**config.mk**
```make
export PLATFORM = sky130hd
export DESIGN_NAME = interrupt_controller
export DESIGN_NICKNAME = d
export VERILOG_FILES = /design/src/rtl/interrupt_pkg.sv /design/src/rtl/interrupt_controller_prio.sv /design/src/rtl/interrupt_controller.sv
export SDC_FILE = /design/constraint.sdc
export NUM_CORES = 1
export LEC_CHECK = 0
export CAP_MARGIN = 20
export CORE_MARGIN = 8
export CORE_UTILIZATION = 35
export CTS_CLUSTER_SIZE = 40
export DETAILED_ROUTE_END_ITERATION = 8
export PLACE_DENSITY = 0.62
export SLEW_MARGIN = 5
export SYNTH_ARGS = -nofsm -noshare
export SYNTH_HDL_FRONTEND = slang
export SYNTH_HIERARCHICAL = 1
export SYNTH_SLANG_ARGS = --single-unit
```
**constraint.sdc**
```tcl
create_clock -name clk -period 2.6 [get_ports clk]
set_input_delay 0.52 -clock clk [delete_from_list [all_inputs] [get_ports clk]]
set_output_delay 0.52 -clock clk [all_outputs]
set_load 0.02 [all_outputs]
```
**src/rtl/interrupt_pkg.sv**
```systemverilog
// Shared constants for the interrupt controller: FSM encoding, line count, vector defaults.
// Also holds the handler-address helper used by the top level.
package interrupt_pkg;

  localparam int N_LINES = 8;
  localparam int ID_W    = 3;

  localparam logic [1:0] ST_IDLE    = 2'b00;
  localparam logic [1:0] ST_REQ     = 2'b01;
  localparam logic [1:0] ST_SERVICE = 2'b10;

  localparam logic [15:0] VEC_BASE_DEF  = 16'h0010;
  localparam int unsigned VEC_SHIFT_DEF = 2;

  // Handler address wraps modulo 2^16 by construction of the 16-bit sum.
  function automatic logic [15:0] calc_vector(input logic [15:0] base,
                                              input logic [ID_W-1:0] id,
                                              input int unsigned shift);
    logic [15:0] offs;
    offs = 16'(id) << shift;
    return base + offs;
  endfunction

endpackage

```
**src/rtl/interrupt_controller_prio.sv**
```systemverilog
// Fixed-priority encoder over 8 requests; lowest set index wins. Purely combinational.
module prio_encoder_8
  import interrupt_pkg::*;
(
  input  logic [N_LINES-1:0] req,
  output logic               valid,
  output logic [ID_W-1:0]    idx
);

  always_comb begin
    valid = |req;
    idx   = '0;
    for (int i = N_LINES - 1; i >= 0; i--) begin
      if (req[i]) idx = ID_W'(i);
    end
  end

endmodule

```
**src/rtl/interrupt_controller.sv**
```systemverilog
// Maskable, prioritised interrupt controller with req/ack/reti handshake; line rise to irq is 2 edges.
// All outputs registered; one interrupt in service at a time, further edges wait in pending.
module interrupt_controller
  import interrupt_pkg::*;
#(
  parameter logic [15:0] VEC_BASE  = VEC_BASE_DEF,
  parameter int unsigned VEC_SHIFT = VEC_SHIFT_DEF
) (
  input  logic               clk,
  input  logic               reset,
  input  logic [N_LINES-1:0] interrupcion,
  input  logic               mask_we,
  input  logic [N_LINES-1:0] mask_wdata,
  input  logic               ack,
  input  logic               reti,
  output logic               irq,
  output logic [15:0]        vector,
  output logic [ID_W-1:0]    active_id,
  output logic               busy,
  output logic [N_LINES-1:0] pending
);

  logic [1:0]         state;
  logic [N_LINES-1:0] prev;
  logic [N_LINES-1:0] mask;
  logic [N_LINES-1:0] pend_q;
  logic [N_LINES-1:0] rise;
  logic [N_LINES-1:0] clr;
  logic [N_LINES-1:0] eligible;
  logic               win_vld;
  logic [ID_W-1:0]    win_id;

  assign rise     = interrupcion & ~prev;
  assign eligible = pend_q & mask;
  assign pending  = pend_q;

  // Clear only the in-service line on ack; a coincident new edge on it re-sets it.
  always_comb begin
    clr = '0;
    if (state == ST_REQ && ack) clr[active_id] = 1'b1;
  end

  prio_encoder_8 u_prio (
    .req   (eligible),
    .valid (win_vld),
    .idx   (win_id)
  );

  always_ff @(posedge clk or posedge reset) begin
    if (reset) begin
      prev   <= '0;
      mask   <= '0;
      pend_q <= '0;
    end else begin
      prev   <= interrupcion;
      pend_q <= (pend_q & ~clr) | rise;
      if (mask_we) mask <= mask_wdata;
    end
  end

  always_ff @(posedge clk or posedge reset) begin
    if (reset) begin
      state     <= ST_IDLE;
      irq       <= 1'b0;
      busy      <= 1'b0;
      active_id <= '0;
      vector    <= VEC_BASE;
    end else begin
      case (state)
        ST_IDLE: begin
          if (win_vld) begin
            state     <= ST_REQ;
            irq       <= 1'b1;
            active_id <= win_id;
            vector    <= calc_vector(VEC_BASE, win_id, VEC_SHIFT);
          end
        end
        ST_REQ: begin
          if (ack) begin
            state <= ST_SERVICE;
            irq   <= 1'b0;
            busy  <= 1'b1;
          end
        end
        ST_SERVICE: begin
          if (reti) begin
            state <= ST_IDLE;
            busy  <= 1'b0;
          end
        end
        default: begin
          state <= ST_IDLE;
          irq   <= 1'b0;
          busy  <= 1'b0;
        end
      endcase
    end
  end

endmodule
```
Word level (Yosys, flattened, before mapping). Index checks and enable logic that the tools add are counted.

Register bits: 47. Input bits: 21. Output and inout port bits: 29. Logic and storage cells: 53.

Add/subtract/negate cells: 1. Order comparisons: 2. Equal/unequal tests: 5. Muxes and demuxes: 21. Bitwise logic cells: 8. Reductions and logical operators: 8.

Operators by type and width (number): $and A8 B8 Y8 (3); $mux W3 (8); $not A8 Y8 (2); $reduce_and A3 Y1 (3); $mux W8 (1); $or A8 B8 Y8 (1); $reduce_or A8 Y1 (1); $add A5 B5 Y6 const A (1); $mux W2 (3); $pmux W1 S3 (2); $pmux W2 S3 (1); $mux W1 (5); $lt A3 B4 Y1 const B (1); $ne A2 B2 Y1 const B (2); $demux W1 S3 (1); $ge A3 B1 Y1 const B (1); $eq A2 B1 Y1 const B (1); $eq A2 B2 Y1 const B (1); $logic_and A1 B1 Y1 (2); $logic_not A2 Y1 (1); $ne A2 B1 Y1 const B (1); $not A1 Y1 (2); $reduce_and A2 Y1 (1).

Logic depth before layout (Yosys ltp). Gate-level depths: netlist of the first run.

Depth after elaboration: 10. Gate-level depth with buffers: 6. Mapped depth without buffers: 6.

Hierarchy. Netlist of the first run, hierarchy kept.

By module, submodules not included: interrupt_controller (times used 1, cells an instance 116, area an instance 1372.6 sq um, seq. area each 802.0 sq um); prio_encoder_8 (times used 1, cells an instance 13, area an instance 81.3 sq um, seq. area each 0.0 sq um).

Worst setup path before layout of the first run. Ideal clock, no wire load.

Path type: reg2reg. Start point: register pend_q[4] (netlist: pending[4]). End point: register active_id[0]. Setup time: 0.125 ns. Arrival: 1.519 ns. Setup slack: 0.956 ns. Cell stages (with the launch flop): 7. Path buffers: 0. Clock period less this slack: 1.644 ns. Cells stage by stage: dfrtp_1 -> and2_1 -> nor4_2 -> nand3_1 -> nand2b_4 -> nor2_4 -> mux2_4.

Elaborated cells between the ends (all ways): 8. Classes of those cells: 5 x mux; 1 x bitwise; 2 x reduce/logical.

RTL lines: start: declaration (line interrupt_controller.sv:26) `logic [N_LINES-1:0] pend_q;`; start signal: assignment (line interrupt_controller.sv:56) `pend_q <= (pend_q & ~clr) | rise;`; $and A8 B8 Y8 (line interrupt_controller.sv:34) `assign eligible = pend_q & mask;`; via eligible[4] (line interrupt_controller.sv:29) `logic [N_LINES-1:0] eligible;`; $reduce_or A8 Y1 (line interrupt_controller_prio.sv:11) `valid = |req;`; via win_vld (line interrupt_controller.sv:30) `logic win_vld;`; $reduce_and A2 Y1 (no source line); end signal: assignment (line interrupt_controller.sv:74) `active_id <= win_id;`; end: declaration (line interrupt_controller.sv:18) `output logic [ID_W-1:0] active_id,`.

The timed path passes the listed nets, and every way through them passes these cells. A chain may end at the register's enable or synchronous reset.

==> results by group, run 1 <==
STA
  • Skew final: ~6.2 ps
  • Peak Freq: 513 MHz
  • Setup violations, final: 0
  • Final Slew Violations: 0
  • Period utilization: 0.750
  • Final WS setup: around 650 ps
  • RSZ-0062 raised after global routing: no
  • TNS Setup: 0 ps
  • Final-report hold violation count: 0
  • Period minus WS final: around 2000 ps

Cells and area
  • Design Area, Final: ~1900 um^2
  • Finished Layout Cells: approximately 220
  • Post-layout utilization of the core: 0.472
  • Fraction of layout cells with a size suffix above 1: 0.101
  • Most common cell after layout, fill and taps aside: clkdlybuf4s50_1
  • Fin nets: 189
  • Most frequent cells in the layout: clkdlybuf4s50_1 (37), dfrtp_1 (31), o21ai_1 (17)
  • Ant. Diodes: 0
  • Layout area overhead: 29.9%

Clock tree
  • Sink Count: 32
  • CTS tree: done
  • CTS root buffer: clkbuf_8
  • Number of buffers created by CTS: 5
  • Clock Pin Slew Worst Setup and Hold Paths: 60 ps
  • Clock Tree Buf Depth: 2
  • Hold-fix buffers, CTS: 0
  • CTS-repair resized insts: 0
  • Setup repair bufs after CTS: 0
  • Clk_lat worst skew: 280 ps
  • H-tree levels: 2

Placed design
  • Setup WS pre-CTS: ~820 ps
  • Port-buffer cells: 37
  • Dpl cells: 211
  • Placed inst area: approximately 1800 um^2
  • HPWL Detailed: approximately 2500 um
  • Placer Congestion: 0.780

Logic synthesis
  • Cells after synthesis: 129
  • Synth Register Bits: 32
  • YS warnings: 6
  • Sequential area share after synthesis: 0.552
  • Post-Syn Area: 1450 um^2
  • Synth unique cells: 31
  • Avg Inst Size Synth: 11.3 um^2

Power
  • Power Density: 939 nW/um^2
  • Leakage: 0.811 nW
  • Max VDD drop: between 0.3 and 0.4 mV

GRT
  • Number of global-route vias before repair: around 1.1k
  • GR Overflow Total: 0
  • Gr usage total: 0.109
  • First-pass GRT wire length: 5310 um
  • Largest net degree at the start of global routing: 33
  • Initial antenna violation count: 0

Floorplanning
  • Die H: 80.5 um
  • DIE AREA: approximately 6500 um^2
  • Starting density of the core: 0.363
  • Core box area: between 4000 and 5000 um^2
  • Cell Rows: 23
  • Die W: 80.5 um
  • Io pins: 50

Routing
  • Number of remaining DRC errors: 0
  • Vias per Instance: between 4 and 5
  • DRT Pass-1 Iters: 4
  • Vias: 1016
  • Routed wire length: about 3300 um
  • WL per Instance: 14.9 um
  • ANT nets after route: 0
  • Initial DRC count: 64

Critical path
  • Delay-heaviest family, CP: buffers and inverters
  • Slowest Stage Delay on Critical Path: 660 ps
  • Crit path kind: reg -> out
  • Crit end category: primary output
  • Critical path arrival: 1430 ps
  • Buffers and inverters on the worst path: 1
  • CP Data Required Time: 2080 ps
  • CP Launch Type: flip-flop
  • Worst path cell trace: clkdlybuf4s50_1
  • CP max FO: 8
  • Slowest cell on crit path: clkdlybuf4s50_1

Hold path
  • Worst hold-check path type: reg -> reg

Flow run
  • Max-Cap Viols: 0

Status
  • Status: finished clean
where the power goes:
group	switching [W]	internal, W	total [W]
logic	0.000329	0.000348	0.000676
clock network	0.000170	0.000187	0.000357
registers	0.000128	0.000611	0.000739
total	0.000626	0.00115	0.00177
cells in the mapped netlist (all sizes together):
library cell | n | area, um^2
dfrtp | 31 | 776
o21ai | 18 | 90.1
buf | 17 | 129
inv | 12 | 45.0
mux2 | 11 | 135
and2 | 8 | 50.1
nand2 | 5 | 18.8
nor2 | 5 | 26.3
a21oi | 3 | 15.0
nand2b | 3 | 26.3
o31ai | 3 | 22.5
a21boi | 2 | 15.0
and3b | 1 | 8.76
conb | 1 | 3.75
dfstp | 1 | 26.3
nand3 | 1 | 5.00
nand4b | 1 | 8.76
nand4bb | 1 | 11.3
nor2b | 1 | 6.26
nor4 | 1 | 12.5
o21bai | 1 | 7.51
o22ai | 1 | 6.26
o41ai | 1 | 8.76
flip-flops by register name (all words and copies together), names as in the netlist:
register and cells:
state 2, mask 8, busy 1, vector 1, prev 8, active_id 3, irq 1, pending 8
final timing paths:
check                                            to  depth (start not counted)  slack (ps)                     start
max                                       vector[5]                          1         650  active_id[2]$_DFFE_PP0P_
min                            pending[0]$_DFF_PP0_                          1         400         prev[0]$_DFF_PP0_
max reg2reg                active_id[1]$_DFFE_PP0P_                          6         850      pending[4]$_DFF_PP0_
min reg2reg                    pending[0]$_DFF_PP0_                          1         400         prev[0]$_DFF_PP0_
max in group asynchronous     vector[4]$_DFFE_PP1P_                          3        1660                     reset
min in group asynchronous      state[1]$_DFFE_PP0P_                          3         620                     reset
through the flow:
stage / total power (W) / hold slack [ps]
finish: 0.00177 / 404
global route: 0.00188 / 411
CTS: 0.00179 / 404
detailed placement: 0.00143 / 400
global placement: 0.00141 / 396
floorplan: 0.00118 / 392
area by class of cell:
type                       instances  area (um^2)
tap                               50         62.6
fill                             381         2110
clock inverter                     1         5.00
multi-input combinational         79          519
sequential                        32          802
timing repair buffer              38          378
inverter                          12         45.0
clock buffer                       7         76.3
per-layer routing:
| metal | global-route usage | part of all wire |
|---|---|---|
| met5 | 0 | 0 |
| met4 | 0.0491 | 0.013 |
| met3 | 0.0558 | 0.11 |
| met2 | 0.171 | 0.47 |
| met1 | 0.119 | 0.40 |
logic make-up (layout without fill, tap and decap cells):
kind of cell           after synthesis  in the layout  share of synthesized area
AND/OR/NAND/NOR                     27             27                      0.120
multiplexers                        11             11                     0.0929
other                                1             12                    0.00258
flip-flops                          32             32                      0.552
buffers and inverters               29             58                      0.120
AO/OA/AOI/OAI                       29             29                      0.114
Power figures use the tool's default switching activity.
==> inputs of run 2 (changes only) <==
--- a/config.mk
+++ b/config.mk
@@ -10,7 +10,7 @@
 export CORE_UTILIZATION = 35
 export CTS_CLUSTER_SIZE = 40
 export DETAILED_ROUTE_END_ITERATION = 8
-export PLACE_DENSITY = 0.62
+export PLACE_DENSITY = 0.65
 export SLEW_MARGIN = 5
 export SYNTH_ARGS = -nofsm -noshare
 export SYNTH_HDL_FRONTEND = slang
==> constraint.sdc (replaced) <==
create_clock -name clk -period 1.6 [get_ports clk]
set_input_delay 0.32 -clock clk [delete_from_list [all_inputs] [get_ports clk]]
set_output_delay 0.32 -clock clk [all_outputs]
set_load 0.02 [all_outputs]
==> run 2 against run 1 <==
  * Worst hold slack better by 6.7 ps
  * Combinational power is 73% higher
  * Setup slack worse by 590 ps
  * Count of clock-buffer cells in the layout is 1 higher
  * Clock power is 72% higher
  * Register-to-register slack worse by 790 ps
  * Sequential power is 54% higher
  * Clock skew is 2.1 ps lower
  * Via count is 2.9% higher
==> results by group, run 2 (synthesis results as in run 1) <==
Clock tree
  • Clock Pin Slew Worst Setup and Hold Paths: 60 ps (about the same)
  • Clk_lat worst skew: 280 ps (about the same)
  • H-tree levels: 2 (unchanged)
  • CTS root buffer: clkbuf_8
  • Clock Tree Buf Depth: 2 (unchanged)
  • Number of buffers created by CTS: 5 (unchanged)
  • Hold-fix buffers, CTS: 0 (unchanged)
  • CTS tree: done
  • Sink Count: 32 (unchanged)

Cells and area
  • Layout area overhead: 35.9%
  • Finished Layout Cells: 229 (+4.6%)
  • Most common cell after layout, fill and taps aside: dfrtp_1
  • Ant. Diodes: 0 (unchanged)
  • Fin nets: 199 (+5.3%)
  • Post-layout utilization of the core: 0.494 (+0.0219)
  • Most frequent cells in the layout: dfrtp_1 (29), clkdlybuf4s50_1 (20), o21ai_1 (17)
  • FILL cells: 364 (-4.5%)
  • Fraction of layout cells with a size suffix above 1: 0.179 (+0.0782)

Status
  • Status: finished clean

Floorplanning
  • DIE AREA: 6470 um^2 (unchanged)
  • Core box area: 4000 um^2 (unchanged)
  • Cell Rows: 23 (unchanged)
  • Die H: 80.5 um (unchanged)
  • Starting density of the core: 0.363 (unchanged)
  • Die W: 80.5 um (unchanged)
  • Io pins: 50 (unchanged)

STA
  • Period minus WS final: 1540 ps
  • RSZ-0062 raised after global routing: yes
  • Final-report hold violation count: 0 (unchanged)
  • Period utilization: 0.960
  • Final Slew Violations: 0 (unchanged)
  • TNS Setup: 0 ps (unchanged)
  • Setup violations, final: 0 (unchanged)
  • Peak Freq: 651 MHz
  • Worst hold slack: 411 ps (+6.74 ps)
  • Skew final: 4.16 ps (-2.09 ps)

Power
  • Total Power: 0.00292 W (+65%)
  • Max VDD drop: 0.644 mV (+79%)
  • Power Density: 1480 nW/um^2 (+57%)
  • Leakage: 0.875 nW (+7.9%)

Critical path
  • Crit end category: flip-flop
  • Slowest cell on crit path: dfrtp_1
  • Worst path cell trace: and2_4 -> nor4_4 -> nand3_2 -> nand2b_4 -> nor2_4 -> mux2_4
  • Critical path arrival: 1700 ps (+270 ps)
  • CP Launch Type: flip-flop
  • CP max FO: 3 (-5)
  • Slowest Stage Delay on Critical Path: 380 ps (-280 ps)
  • Buffers and inverters on the worst path: 0 (-1)
  • Crit path kind: reg -> reg
  • CP Data Required Time: 1760 ps (-320 ps)
  • Delay-heaviest family, CP: simple AND/OR/NAND/NOR gates

Placed design
  • Placer Congestion: 0.776 (-0.47%)
  • Dpl cells: 220 (+4.3%)
  • HPWL Detailed: 2570 um (+1.3%)
  • Port-buffer cells: 37 (unchanged)

Flow run
  • Max-Cap Viols: 0 (unchanged)

GRT
  • GR Overflow Total: 0 (unchanged)
  • Largest net degree at the start of global routing: 33 (unchanged)
  • Initial antenna violation count: 0 (unchanged)
  • First-pass GRT wire length: 4990 um (-6.1%)
  • Gr usage total: 0.101 (-0.00736)
  • Number of global-route vias before repair: 1115 (+0.45%)

Hold path
  • Worst hold-check path type: reg -> reg

Routing
  • Vias: 1045 (+2.9%)
  • DRT Pass-1 Iters: 4 (unchanged)
  • Vias per Instance: 4.56 (-1.6%)
  • Number of remaining DRC errors: 0 (unchanged)
  • ANT nets after route: 0 (unchanged)
  • Routed wire length: 3210 um (-1.9%)
  • Initial DRC count: 60 (-6.3%)
  • WL per Instance: 14.0 um (-6.2%)
## run 2: cell types whose count changed in the layout (fill, tap and decap cells not counted), moves of 2 or more
cell,change
buf_4,+10
and2_1,-2
and2_4,+2
clkdlybuf4s50_1,-17
dfrtp_1,-2
dfrtp_2,+2
dlygate4sd2_1,+16
## run 2: layer usage
metal  track usage  vias to the layer above  routed length, um
li1              -                      502                  -
met1         0.106                      497               1300
met2         0.171                       42               1560
met3        0.0446                        4                316
met4        0.0436                        0                 30
met5             0                        -                  0
## run 2: layout make-up
cell class              instances  area [um^2]  share of cell area
flip-flops and latches         32          805               0.407
multi-input cells              79          538               0.272
repair buffers                 48          435               0.220
clock buffers                   8         90.1              0.0456
well taps                      50         62.6              0.0317
inverters                      12         45.0              0.0228
## run 2: worst reg2reg max path, stage by stage, from the launching register on
cell      delay, ps
dfrtp_1         380
and2_4          180
nor4_4          300
nand3_2         120
nand2b_4        100
nor2_4           50
mux2_4          290
## run 2: stage by stage
stage | setup slack (ps) | cell area [um^2]
floorplan | 0.476 | 1500
global placement | -7.53 | 1880
detailed placement | 0.466 | 1880
CTS | 1.74 | 1950
global route | -29.5 | 1980
finish | 63.8 | 1980
## run 2: report_power, final
group	internal, W	switching, W
Sequential	0.000995	0.000143
Clock	0.000350	0.000263
Combinational	0.000544	0.000625
Total	0.00189	0.00103
## run 2: worst paths after layout
check                      cells past startpoint                       end                start  slack [ps]
max                                            6  active_id[2]$_DFFE_PP0P_  mask[4]$_DFFE_PP0P_          60
min                                            1      pending[1]$_DFF_PP0_    prev[1]$_DFF_PP0_         410
max reg2reg                                    6  active_id[2]$_DFFE_PP0P_  mask[4]$_DFFE_PP0P_          60
min reg2reg                                    1      pending[1]$_DFF_PP0_    prev[1]$_DFF_PP0_         410
max in group asynchronous                      3     vector[4]$_DFFE_PP1P_                reset         850
min in group asynchronous                      3         prev[2]$_DFF_PP0_                reset         420
## run 2: repair_timing
item | in CTS | in global routing
hold endpoints to repair | 0 | 0
gates resized for setup | 16 | 3
pin swaps | 0 | 3
buffers inserted | 0 | 1
endpoints found under the setup margin | 16 | 5
==> inputs of run 3 (changes only) <==
--- a/config.mk
+++ b/config.mk
@@ -5,6 +5,7 @@
 export SDC_FILE = /design/constraint.sdc
 export NUM_CORES = 1
 export LEC_CHECK = 0
+export ABC_CLOCK_PERIOD_IN_PS = 1600
 export CAP_MARGIN = 20
 export CORE_MARGIN = 8
 export CORE_UTILIZATION = 35
==> results of run 3 <==
Final layout, timing and power as in run 2 (identical DEF).
==> variant (config.mk and constraints of run 3) <==
`ID_W`: 3 -> 6.
--- a/src/rtl/interrupt_pkg.sv
+++ b/src/rtl/interrupt_pkg.sv
@@ -5,3 +5,3 @@
   localparam int N_LINES = 8;
-  localparam int ID_W    = 3;
+  localparam int ID_W    = 6;
 
Interface: changed (resized active_id); port bits go from 50 to 53. No check against the original RTL was run, so the function may have changed too.
==> variant against run 3 <==
Worst setup slack worse by 0.14 ns; the flow now finishes with violations (setup timing); routed wire length is 22% higher; highest routed layer unchanged; via count is 24% higher; power is 15% higher; area after synthesis is 24% higher; synthesized cell count is 25% higher; clock skew is 0.00072 ns higher; sequential share of layout area is 2.4 points lower; global-route usage is 0.93 points higher; combinational power is 17% higher; final area is 30% higher; die area is 19% higher; sequential cell count is 7 higher.
==> variant: results <==
group,metric,value,unit
yosys,syn_inst,161,
final_layout,buffer_area_share,23.7,%
power_and_ir_drop,powerDensity,1300,mW/mm2
detailed_routing,drt_iter0_markers,51,
final_layout,multi_input_area_share,29.2,%
place,place_area,0.00243,mm2
detailed_routing,wl_met1,1780,um
final_layout,layout.non_clock_inverters,15,
power_and_ir_drop,p_leak,1.18,nW
timing,setup_violations,3,
final_layout,nNonClkBuffers,66,
place,place_ws,-0.0675,ns
global_routing,gr-usage-met3,4.03,%
worst_setup_path,cp_max_fo,2,
worst_setup_path,r2r_cells,5,
detailed_routing,wl_met2,1860,um
timing,setup-tns-final,-0.135,ns
global_routing,grt_pass1_vias,1421,
detailed_routing,routed_wirelength,3930,um
power_and_ir_drop,total_power,0.00335,W
place,io_buffers,43,
timing,whs,0.386,ns
power_and_ir_drop,p_int,0.00219,W
final_layout,multi_input_cells,100,
worst_setup_path,crit_end,"vector[5]$_DFFE_PP0P_",
final_layout,nClkBuffers,7,
power_and_ir_drop,ir_worst_vdd,0.589,mV
worst_setup_path,regToRegStartpoint,"pending[6]$_DFF_PP0_",
yosys,ys_top_cells_by_area,"dfrtp_1, mux2_2, buf_4",
place,finalWeightedCongestion,0.793,
worst_setup_path,slowest_stage,"dfrtp_2",
power_and_ir_drop,p_seq,0.00136,W
timing,fin_ws,-0.0758,ns
yosys,synth_seq_area_share,54.4,%
status,status,"finished, violations left",
final_layout,layout.filler_cells,484,
power_and_ir_drop,clk-power,0.000620,W
status,failed_checks,"setup timing",
final_layout,final_cells,298,
final_layout,regArea,987,um2
worst_setup_path,reg2reg_to,"vector[5]$_DFFE_PP0P_",
yosys,ys_types,33,
global_routing,use_met1,13.3,%
[variant: cell types whose count changed in the layout (fill, tap and decap cells not counted), sizes merged, moves of 2 or more]
cell / run 3 / this run
mux2: 11 / 15
nor2b: 1 / 7
buf: 11 / 23
clkdlybuf4s50: 20 / 22
o31ai: 3 / 0
inv: 12 / 15
dfrtp: 31 / 38
o221ai: 0 / 2
o21ai: 18 / 12
nor3b: 0 / 2
a21oi: 3 / 13
nor2: 5 / 8
[variant: cell families (layout without fill, tap and decap cells)]
group,count (synthesis),count (layout),share of synthesized area (%)
xor gates and xnor gates,2,2,0.975
and+or+nand+nor,39,39,13.6
buffers and inverters,32,89,10.4
other,2,12,0.418
muxes,15,15,9.82
adders and majority gates,1,1,0.696
DFF,39,39,54.4
AOI/OAI and AO/OA,31,31,9.61
[variant: timing repair]
action	in CTS	in global routing
resized for setup	20	19
setup buffers	1	5
pin swaps	1	4
endpoints found under the setup margin	27	15
